==> config.mk <==
export PLATFORM = sky130hd
export DESIGN_NAME = result_streamer
export DESIGN_NICKNAME = d
export VERILOG_FILES = /design/src/rtl/result_streamer.sv
export SDC_FILE = /design/constraint.sdc
export NUM_CORES = 1
export LEC_CHECK = 0
export CORE_MARGIN = 10
export CORE_UTILIZATION = 45
export DETAILED_ROUTE_END_ITERATION = 10
export PLACE_DENSITY = 0.68
export SLEW_MARGIN = 0
export SYNTH_ARGS = -nofsm -noshare
export SYNTH_HDL_FRONTEND = slang
export SYNTH_SLANG_ARGS = --single-unit
==> constraint.sdc <==
create_clock -name clk -period 2.9 [get_ports clk]
set_clock_uncertainty 0.05 [all_clocks]
set_input_delay 0.58 -clock clk [delete_from_list [all_inputs] [get_ports clk]]
set_output_delay 0.58 -clock clk [all_outputs]
set_load 0.005 [all_outputs]
==> src/rtl/result_streamer.sv <==
// result_streamer: reads `count` consecutive words from the result memory
// starting at `base` and presents them as a valid/ready stream with a
// final-word flag. A 2-entry skid FIFO absorbs read latency and backpressure.
// Optional build macro: RESULT_STREAM_RELU_EN (clamps negative words to 0 on output).
module result_streamer #(
    parameter int ADDR_W = 8,
    parameter int DATA_W = 32,
    parameter int CNT_W  = 8
) (
    input  logic              clk,
    input  logic              rst,
    input  logic              start,
    input  logic [ADDR_W-1:0] base,
    input  logic [CNT_W-1:0]  count,
    output logic              mem_rd_en,
    output logic [ADDR_W-1:0] mem_rd_adr,
    input  logic [DATA_W-1:0] mem_rd_data,
    output logic              out_valid,
    input  logic              out_ready,
    output logic [DATA_W-1:0] out_data,
    output logic              out_last,
    output logic              busy,
    output logic              done
);

    typedef enum logic [1:0] {IDLE, RUN, FLUSH} state_t;

    localparam logic [CNT_W-1:0] ONE = 1;

    state_t            state, state_nxt;
    logic [ADDR_W-1:0] base_q;
    logic [CNT_W-1:0]  count_q, issued;
    logic              inflight, inflight_last;
    logic [DATA_W-1:0] fifo_data [2];
    logic [1:0]        fifo_last;
    logic              rd_ptr, wr_ptr;
    logic [1:0]        occ;
    logic              done_q;

    logic              accept, zero_start, done_nxt;
    logic              issue, push, pop, fin;
    logic [2:0]        credit_used;
    logic [DATA_W-1:0] head;

    // FIFO head and handshake; a word popped with its last flag ends the transfer
    assign out_valid   = (occ != 2'd0);
    assign pop         = out_valid & out_ready;
    assign push        = inflight;
    assign head        = fifo_data[rd_ptr];
    assign out_last    = out_valid & fifo_last[rd_ptr];
    assign fin         = pop & fifo_last[rd_ptr];

    // Buffered plus in-flight words, less the one leaving this cycle, must stay below 2
    assign credit_used = {1'b0, occ} + {2'b0, inflight};
    assign issue       = (state == RUN) && (issued < count_q) &&
                         (credit_used < (3'd2 + {2'b0, pop}));

    assign mem_rd_en   = issue;
    assign mem_rd_adr  = base_q + ADDR_W'(issued);
    assign busy        = (state != IDLE);
    assign done        = done_q;

`ifdef RESULT_STREAM_RELU_EN
    assign out_data = head[DATA_W-1] ? '0 : head;
`else
    assign out_data = head;
`endif

    // Next-state logic: launch, issue phase, drain phase
    always_comb begin
        state_nxt  = state;
        accept     = 1'b0;
        zero_start = 1'b0;
        case (state)
            IDLE: begin
                if (start) begin
                    if (count != '0) begin
                        accept    = 1'b1;
                        state_nxt = RUN;
                    end else begin
                        zero_start = 1'b1;
                    end
                end
            end
            RUN: begin
                if (fin)                   state_nxt = IDLE;
                else if (issued == count_q) state_nxt = FLUSH;
            end
            FLUSH: begin
                if (fin) state_nxt = IDLE;
            end
            default: state_nxt = IDLE;
        endcase
        done_nxt = zero_start | fin;
    end

    // Control state: FSM, captured transfer parameters, issue counter, read pipe
    always_ff @(posedge clk or negedge rst) begin
        if (!rst) begin
            state         <= IDLE;
            base_q        <= '0;
            count_q       <= '0;
            issued        <= '0;
            inflight      <= 1'b0;
            inflight_last <= 1'b0;
            done_q        <= 1'b0;
        end else begin
            state         <= state_nxt;
            done_q        <= done_nxt;
            inflight      <= issue;
            inflight_last <= issue && (issued == count_q - ONE);
            if (accept) begin
                base_q  <= base;
                count_q <= count;
                issued  <= '0;
            end else if (issue) begin
                issued <= issued + ONE;
            end
        end
    end

    // Skid FIFO: returning read word pushed one cycle after issue, popped on handshake
    always_ff @(posedge clk or negedge rst) begin
        if (!rst) begin
            fifo_data[0] <= '0;
            fifo_data[1] <= '0;
            fifo_last    <= '0;
            rd_ptr       <= 1'b0;
            wr_ptr       <= 1'b0;
            occ          <= '0;
        end else begin
            if (push) begin
                fifo_data[wr_ptr] <= mem_rd_data;
                fifo_last[wr_ptr] <= inflight_last;
                wr_ptr            <= ~wr_ptr;
            end
            if (pop) rd_ptr <= ~rd_ptr;
            case ({push, pop})
                2'b10:   occ <= occ + 2'd1;
                2'b01:   occ <= occ - 2'd1;
                default: occ <= occ;
            endcase
        end
    end

endmodule
==> results.toml, run 1 <==
[power]
seqPwrFrac_pct = 32.4
ir_drop_mv = 0.536
netSwitchingPower_w = 0.00247
clockPowerShare_pct = 12.2
power_frac_comb_pct = 55.4
intPower_w = 0.00485
p_leak_nw = 2.82
p_per_area_nw_per_um2 = 1130
p_sw_share_pct = 33.7

[worst_setup_path]
slowest_stage = "or4_1"
cp_num_buf_inv = 2
cp-start-kind = "flop"
crit_fanout = 3
critical_path.top_delay_family = "simple AND/OR/NAND/NOR gates"
worstSetupPathType = "reg -> out"
worstPathCellList = "ha_1, inv_1, fa_2, nor2b_1, o21ai_2, a21boi_2, or4_1, nand3_1, clkdlybuf4s15_1"
worstPathArrival_ns = 2.19
rr_startpoint = "issued[1]"
startpoint = "base_q[0]"
required_ns = 2.27
critPathCaptureType = "output port"
max_stage_delay_ns = 0.40

[place]
place_ws_ns = 0.0238
place_congestion = 0.804
dp_hpwl_um = 8380
dpl.cell_count = 658
port_buffers = 96

[drt]
first_iter_violations = 251
drc = 0
wl_per_cell_um = 16.5
num_vias = 3495
viasPerCell = 5.14
dr.pass1.iters = 4
wirelength_um = 11200
ant_nets = 0

[final_layout]
drive_gt1_share_pct = 29.6
most-common-layout-cells = "dfrtp_1 (99), mux2_2 (98), clkdlybuf4s50_1 (90), nand2_1 (38), buf_4 (27)"
fin_cells = 680
antennaDiodeCount = 0
final_util_pct = 59.6
syn_to_final_growth_pct = 29.1
final_common_cell = "dfrtp_1"
nets = 608

[timing]
clock.fmax_ghz = 0.355
whs_ns = 0.0525
tightest_slew_ns = 1.12
rsz0062_at_grt = "true"
fin_tns_setup_ns = 0
finalMaxSlewViolations = 0
relSlewSlack_pct = 25.4
post-route-min-period_ns = 2.82
finalSetupViolations = 0
hold_viol_final = 0
worst_slack_ns = 0.0802
fin_crit_sh_pct = 97.2

[yosys]
synth_seq_cells = 99
syn_avg_cell_area_um2 = 12.0
synth_flop_cell = "dfrtp_1"
syn_area_um2 = 5020
synth_nets = 491
synth_cell_types = 49
synth-edff-count = 0
synthCells = 418
ys_seq_area_share_pct = 49.3
async_reset_ff_share_pct = 100
ys_warn_count = 0

[clock_tree]
htree_levels = 3
cts_inserted_buffers = 9
clockBufferDepth = 2
clk_transition_reported_paths_ns = 0.09
hold_buffers = 0
clk_latency_ns = 0.35
cts.sinks = 99
cts_root_buffer = "clkbuf_8"
cts_tree = "yes"

[global_route]
gr-total-overflow = 0
first_global_vias = 3650
grt_pass1_wl_um = 18500
antenna_found_initial = 0
grt_start_max_net_pins = 34
grt_usage_pct = 13.9

[status]
outcome = "completed"

[floorplanning]
die-height_um = 126
ios = 97
core_um2 = 10900
initial_core_util_pct = 46.2
row_count = 38
die_area_um2 = 15800
dieWidth_um = 126

[run]
max_cap_violations = 0

[worst_hold_path]
hold_path.class = "in -> async"
==> worst reg2reg max path, delay by kind of cell, from the launching register on <==
| family | cells | cell delay [ns] |
|---|---|---|
| AOI/OAI and AO/OA | 3 | 0.45 |
| DFF | 1 | 0.41 |
| and+or+nand+nor | 2 | 0.22 |
| buffers and inverters | 8 | 1.04 |
| adders and majority gates | 1 | 0.29 |
==> flip-flops by register name, summed over array words and instances (netlist names) <==
register and count:
inflight_last 1, occ 2, done 1, rd_ptr 1, inflight 1, wr_ptr 1, issued 8, fifo_data 64
base_q 8, count_q 8, state 2, fifo_last 2
==> metal layers <==
metal	up-vias	GRT usage, %	part of all wire, %
met5	-	0	0
met4	0	4.54	0.95
met3	9	2.89	4.0
met2	63	23.6	49
met1	1709	17.3	46
li1	1714	-	-
==> final cells by class <==
class / count / area, µm²
flip-flops and latches: 99 / 2480
repair buffers: 122 / 1140
multi-input cells: 283 / 2420
clock inverters: 5 / 60.1
clock buffers: 11 / 141
inverters: 20 / 75.1
well taps: 140 / 175
fillers: 926 / 4400
==> synth_stat cells, drive strengths merged, types with 2 or more instances <==
| master | number | area, µm² |
|---|---|---|
| nor2 | 16 | 60.1 |
| o41ai | 5 | 51.3 |
| nand2 | 38 | 143 |
| o211ai | 3 | 22.5 |
| nand3b | 2 | 18.8 |
| o21ai | 15 | 82.6 |
| nor4 | 3 | 31.3 |
| a21oi | 9 | 48.8 |
| nand2b | 6 | 37.5 |
| nand3 | 9 | 50.1 |
| nand4 | 5 | 31.3 |
| mux2 | 98 | 1100 |
| dfrtp | 99 | 2480 |
| ha | 20 | 250 |
| inv | 20 | 75.1 |
| nor3 | 6 | 35.0 |
| xnor2 | 15 | 131 |
| xor2 | 4 | 35.0 |
| nor2b | 3 | 18.8 |
| a21boi | 2 | 15.0 |
| buf | 15 | 83.8 |
| mux2i | 5 | 50.1 |
| o22ai | 2 | 12.5 |
| o311ai | 4 | 42.6 |
==> power groups by stage <==
| stage | Combinational [W] | Clock, W | Sequential [W] |
|---|---|---|---|
| 6_report | 0.00405 | 0.000893 | 0.00237 |
| 5_1_grt | 0.00444 | 0.000976 | 0.00246 |
| 4_1_cts | 0.00408 | 0.000935 | 0.00238 |
| 3_5_place_dp | 0.00399 | 0 | 0.00241 |
| 3_3_place_gp | 0.00390 | 0 | 0.00236 |
| 2_1_floorplan | 0.00237 | 0 | 0.00232 |
==> cells by family after synthesis <==
group / share of synthesized area, %
AO/OA/AOI/OAI: 6.60
XOR/XNOR: 3.31
adder cells (fa/ha/maj): 5.38
flip-flops: 49.3
AND/OR/NAND/NOR: 9.21
multiplexers: 23.0
buffers and inverters: 3.24
==> through the flow <==
step                      total power, W  area, µm²
final                            0.00732       6490
after global routing             0.00788       6490
after CTS                        0.00739       6470
after detailed placement         0.00640       6230
after global placement           0.00626       6230
after floorplan                  0.00469       5020
==> final timing paths <==
check                      slack, ns       endpoint  depth (start not counted)
max in group asynchronous       2.06  fifo_data[41]                          2
min in group clk                0.44      base_q[4]                          2
min                             0.05  fifo_data[39]                          1
max reg2reg                     0.35  inflight_last                         14
min reg2reg                     0.44      base_q[4]                          2
max                             0.08  mem_rd_adr[6]                          9
==> repair_timing <==
action	CTS	global route
pin swaps	3	4
endpoints found under the setup margin	5	3
buffers inserted	5	1
resized for setup	8	11
Power figures use the tool's default switching activity.
==> run 2, diff against run 1 <==
Settings changed: CTS_BUF_LIST set to sky130_fd_sc_hd__clkbuf_16.
==> run 2 against run 1 <==
Net effect: final cell count shrank 0.44%; non-clock buffer count shrank 3; sequential share of layout area shrank 0.53 points; core utilization grew 0.84 points; via count grew 0.66%; count of clock-buffer cells in the layout shrank 2; global-route usage is essentially flat.
==> results.toml, run 2 (synthesis gave the netlist of run 1 again) <==
[status]
outcome = "completed"

[power]
p_sw_share_pct = 33.0
seqPwrFrac_pct = 31.6
p_per_area_nw_per_um2 = 1140
p_total_w = 0.00752
clockPowerShare_pct = 15.5
p_leak_nw = 2.87
intPower_w = 0.00504
ir_drop_mv = 0.564
power_frac_comb_pct = 53.0
netSwitchingPower_w = 0.00248

[timing]
finalMaxSlewViolations = 0
hold_viol_final = 0
fin_crit_sh_pct = 96.5
relSlewSlack_pct = 28.4
post-route-min-period_ns = 2.80
worst_slack_ns = 0.103
finalSetupViolations = 0
tightest_slew_ns = 1.07
clock.fmax_ghz = 0.357
whs_ns = 0.0831

[clock_tree]
hold_buffers = 0
cts.sinks = 99
cts_inserted_buffers = 9
clk_transition_reported_paths_ns = 0.06
htree_levels = 3
clk_latency_ns = 0.33
cts_root_buffer = "clkbuf_16"
cts_tree = "yes"
clockBufferDepth = 2

[floorplanning]
row_count = 38
die_area_um2 = 15800
die-height_um = 126
core_um2 = 10900
dieWidth_um = 126
ios = 97
initial_core_util_pct = 46.2

[worst_setup_path]
cp-start-kind = "flop"
max_stage_delay_ns = 0.40
critPathCaptureType = "output port"
required_ns = 2.27
rr_worst_depth = 8
worstSetupPathType = "reg -> out"
slowest_stage = "or4_1"
worstPathArrival_ns = 2.17
worstPathCellList = "ha_2, inv_2, fa_2, nor2b_2, o21ai_2, a21boi_2, or4_1, nand3_1, dlygate4sd2_1"
crit_fanout = 3

[place]
place_ws_ns = 0.0238
port_buffers = 96
dp_hpwl_um = 8380
place_congestion = 0.804
dpl.cell_count = 658
place_area_um2 = 6230

[run]
max_cap_violations = 0

[worst_hold_path]
hold_path.class = "in -> async"

[drt]
num_vias = 3518
ant_nets = 0
wirelength_um = 11300
viasPerCell = 5.20
wl_per_cell_um = 16.6
drc = 0
first_iter_violations = 241
dr.pass1.iters = 4

[final_layout]
syn_to_final_growth_pct = 30.9
antennaDiodeCount = 0
fin_area_um2 = 6580
most-common-layout-cells = "dfrtp_1 (99), mux2_2 (98), clkdlybuf4s50_1 (89), nand2_1 (38), buf_4 (24)"
nets = 605
largest_reg_flops = 64
final_common_cell = "dfrtp_1"
final.fill_count = 898
fin_cells = 677
drive_gt1_share_pct = 29.1
largest-register = "fifo_data"

[global_route]
grt_usage_pct = 14.0
first_global_vias = 3678
grt_pass1_wl_um = 18600
antenna_found_initial = 0
grt_start_max_net_pins = 34
gr-total-overflow = 0
## run 2: changes by cell type in the layout (fill, tap and decap cells not counted), sizes merged, moves of 2 or more
cell          change
clkbuf            -4
buf               -3
dlygate4sd2       +2
dlymetal6s2s      +2
## run 2: routing by layer
metal / track usage (%) / wire [µm] / up-vias
li1: - / - / 1712
met1: 17.3 / 4990 / 1721
met2: 23.9 / 5640 / 73
met3: 2.81 / 485 / 12
met4: 4.40 / 131 / 0
met5: 0 / 0 / -
## run 2: power by group through the flow
stage	combinational, W	clock, W	sequential [W]
6_report	0.00398	0.00116	0.00237
5_1_grt	0.00437	0.00125	0.00246
4_1_cts	0.00405	0.00120	0.00238
3_5_place_dp	0.00399	0	0.00241
3_3_place_gp	0.00390	0	0.00236
2_1_floorplan	0.00237	0	0.00232
## run 2: final cells by class
type                    count  area, µm²  share of cell area (%)
clock buffers               9        225                    3.42
clock inverters             7       67.6                    1.03
inverters                  20       75.1                    1.14
multi-input cells         283       2430                    36.9
flip-flops and latches     99       2480                    37.7
well taps                 140        175                    2.66
repair buffers            119       1130                    17.2
## run 2: final timing paths
check	from	to	slack (ns)
worst max-delay path	base_q[0]	mem_rd_adr[6]	0.10
worst min-delay path	rst	fifo_data[7]	0.08
worst max register to register	issued[1]	issued[4]	0.63
worst min register to register	base_q[4]	base_q[4]	0.43
max in group asynchronous	rst	count_q[2]	2.04
min in group clk	base_q[4]	base_q[4]	0.43
## run 2: metrics by stage
step	util [%]	TNS, ns
floorplan	-	0
global placement	57.2	0
detailed placement	57.2	0
CTS	60.2	0
global route	60.4	-0.00731
finish	60.4	0
## run 2: timing repair
item                                    4_1_cts  5_1_grt
pin swaps                                     5        2
cloned                                        0        0
gates resized for setup                      10        8
setup buffers                                 2        1
hold endpoints to repair                      0        0
endpoints found under the setup margin        5        2
## run 2: worst max-delay path: cells and delay by family (launching register included)
family | cells | cell delay, ns
and+or+nand+nor | 3 | 0.54
adders and majority gates | 2 | 0.40
DFF | 1 | 0.38
buffers and inverters | 2 | 0.29
AOI/OAI and AO/OA | 2 | 0.23
==> run 3, diff against run 2 <==
Settings changed: ABC_CLOCK_PERIOD_IN_PS set to 2900, SLEW_MARGIN 0 to 20.
==> run 3 against run 2 <==
Net effect: non-clock buffer count unchanged; die area did not move; count of clock-buffer cells in the layout unchanged; design area increased by 0.11%; routed wire length is 0.21% higher; sequential power about the same; hold slack is essentially flat; register-to-register slack about the same.
==> results.toml, run 3 (synthesis gave the netlist of run 1 again) <==
[floorplanning]
die_area_um2 = 15800
ios = 97
core_um2 = 10900
initial_core_util_pct = 46.2
row_count = 38
die-height_um = 126
dieWidth_um = 126

[final_layout]
antennaDiodeCount = 0
largest-register = "fifo_data"
fin_area_um2 = 6590
final_util_pct = 60.5
final_common_cell = "dfrtp_1"
drive_gt1_share_pct = 29.1
syn_to_final_growth_pct = 31.1
largest_reg_flops = 64
nets = 605
most-common-layout-cells = "dfrtp_1 (99), mux2_2 (98), clkdlybuf4s50_1 (89), nand2_1 (38), buf_4 (24)"

[drt]
wl_per_cell_um = 16.7
num_vias = 3539
dr.pass1.iters = 4
viasPerCell = 5.23
ant_nets = 0
first_iter_violations = 227
wirelength_um = 11300
drc = 0

[clock_tree]
cts_inserted_buffers = 9
cts.sinks = 99
cts_root_buffer = "clkbuf_16"
hold_buffers = 0
clk_transition_reported_paths_ns = 0.06
clk_latency_ns = 0.33
htree_levels = 3
clockBufferDepth = 2
cts_tree = "yes"

[global_route]
first_global_vias = 3678
antenna_found_initial = 0
grt_start_max_net_pins = 34
gr-total-overflow = 0
grt_pass1_wl_um = 18600
grt_usage_pct = 14.0

[worst_setup_path]
critPathCaptureType = "output port"
ff2ff_setup_slack_ns = 0.63
cp_num_buf_inv = 2
max_stage_delay_ns = 0.40
worstPathCellList = "ha_2, inv_2, fa_2, nor2b_2, o21ai_2, a21boi_2, or4_1, nand3_1, dlygate4sd2_1"
worstPathArrival_ns = 2.17
worstSetupPathType = "reg -> out"
critical_path.top_delay_family = "simple AND/OR/NAND/NOR gates"
cp-start-kind = "flop"
crit_fanout = 3
slowest_stage = "or4_1"
required_ns = 2.27

[timing]
hold_viol_final = 0
relSlewSlack_pct = 55.6
post-route-min-period_ns = 2.80
whs_ns = 0.0833
tightest_slew_ns = 0.665
fin_crit_sh_pct = 96.4
finalMaxSlewViolations = 0
clock.fmax_ghz = 0.358
finalSetupViolations = 0

[power]
p_leak_nw = 2.87
p_per_area_nw_per_um2 = 1140
ir_drop_mv = 0.564

[worst_hold_path]
hold_path.class = "in -> async"

[place]
place_area_um2 = 6230
dp_hpwl_um = 8380
port_buffers = 96
place_congestion = 0.804

[status]
outcome = "completed"

[run]
max_cap_violations = 0
## run 3: cell counts in the layout (fill, tap and decap cells not counted)
No cell type changed its count.
## run 3: worst paths after layout
check	from	to	cells past startpoint
min in group clk	base_q[4]	base_q[4]	2
min	rst	fifo_data[7]	1
max	base_q[0]	mem_rd_adr[6]	9
max reg2reg	issued[1]	issued[4]	8
max in group asynchronous	rst	fifo_data[41]	2
min reg2reg	base_q[4]	base_q[4]	2
## run 3: power breakdown
| part | switching [W] | total, W | internal, W |
|---|---|---|---|
| logic | 0.00165 | 0.00398 | 0.00234 |
| clock network | 0.000493 | 0.00116 | 0.000665 |
| registers | 0.000340 | 0.00237 | 0.00203 |
| total | 0.00248 | 0.00752 | 0.00504 |
## run 3: metrics by stage
| step | std cells | setup WS (ns) | total power, W | TNS (ns) |
|---|---|---|---|---|
| 6_report | 677 | 0.104 | 0.00752 | 0 |
| 5_1_grt | 677 | -0.00731 | 0.00807 | -0.00731 |
| 4_1_cts | 676 | 0.00617 | 0.00763 | 0 |
| 3_5_place_dp | 658 | 0.0238 | 0.00640 | 0 |
| 3_3_place_gp | 658 | 0.0354 | 0.00626 | 0 |
| 2_1_floorplan | 418 | 0.572 | 0.00469 | 0 |
## run 3: layer usage
layer / vias up / track usage (%) / routed length [µm]
li1: 1711 / - / -
met1: 1735 / 17.3 / 5010
met2: 81 / 23.9 / 5590
met3: 12 / 2.81 / 545
met4: 0 / 4.40 / 131
met5: - / 0 / 0
## run 3: final cells by class
cell class | instances | area, µm²
Fill cell | 897 | 4300
Sequential cell | 99 | 2480
Multi-Input combinational cell | 283 | 2430
Timing Repair Buffer | 119 | 1130
Clock buffer | 9 | 225
Tap cell | 140 | 175
Inverter | 20 | 75.1
Clock inverter | 7 | 67.6
## run 3: repair_timing
item	CTS	global route
resized for setup	10	8
setup endpoints to repair	5	2
pin swaps	5	2
hold endpoints to repair	0	0
buffers inserted	2	1
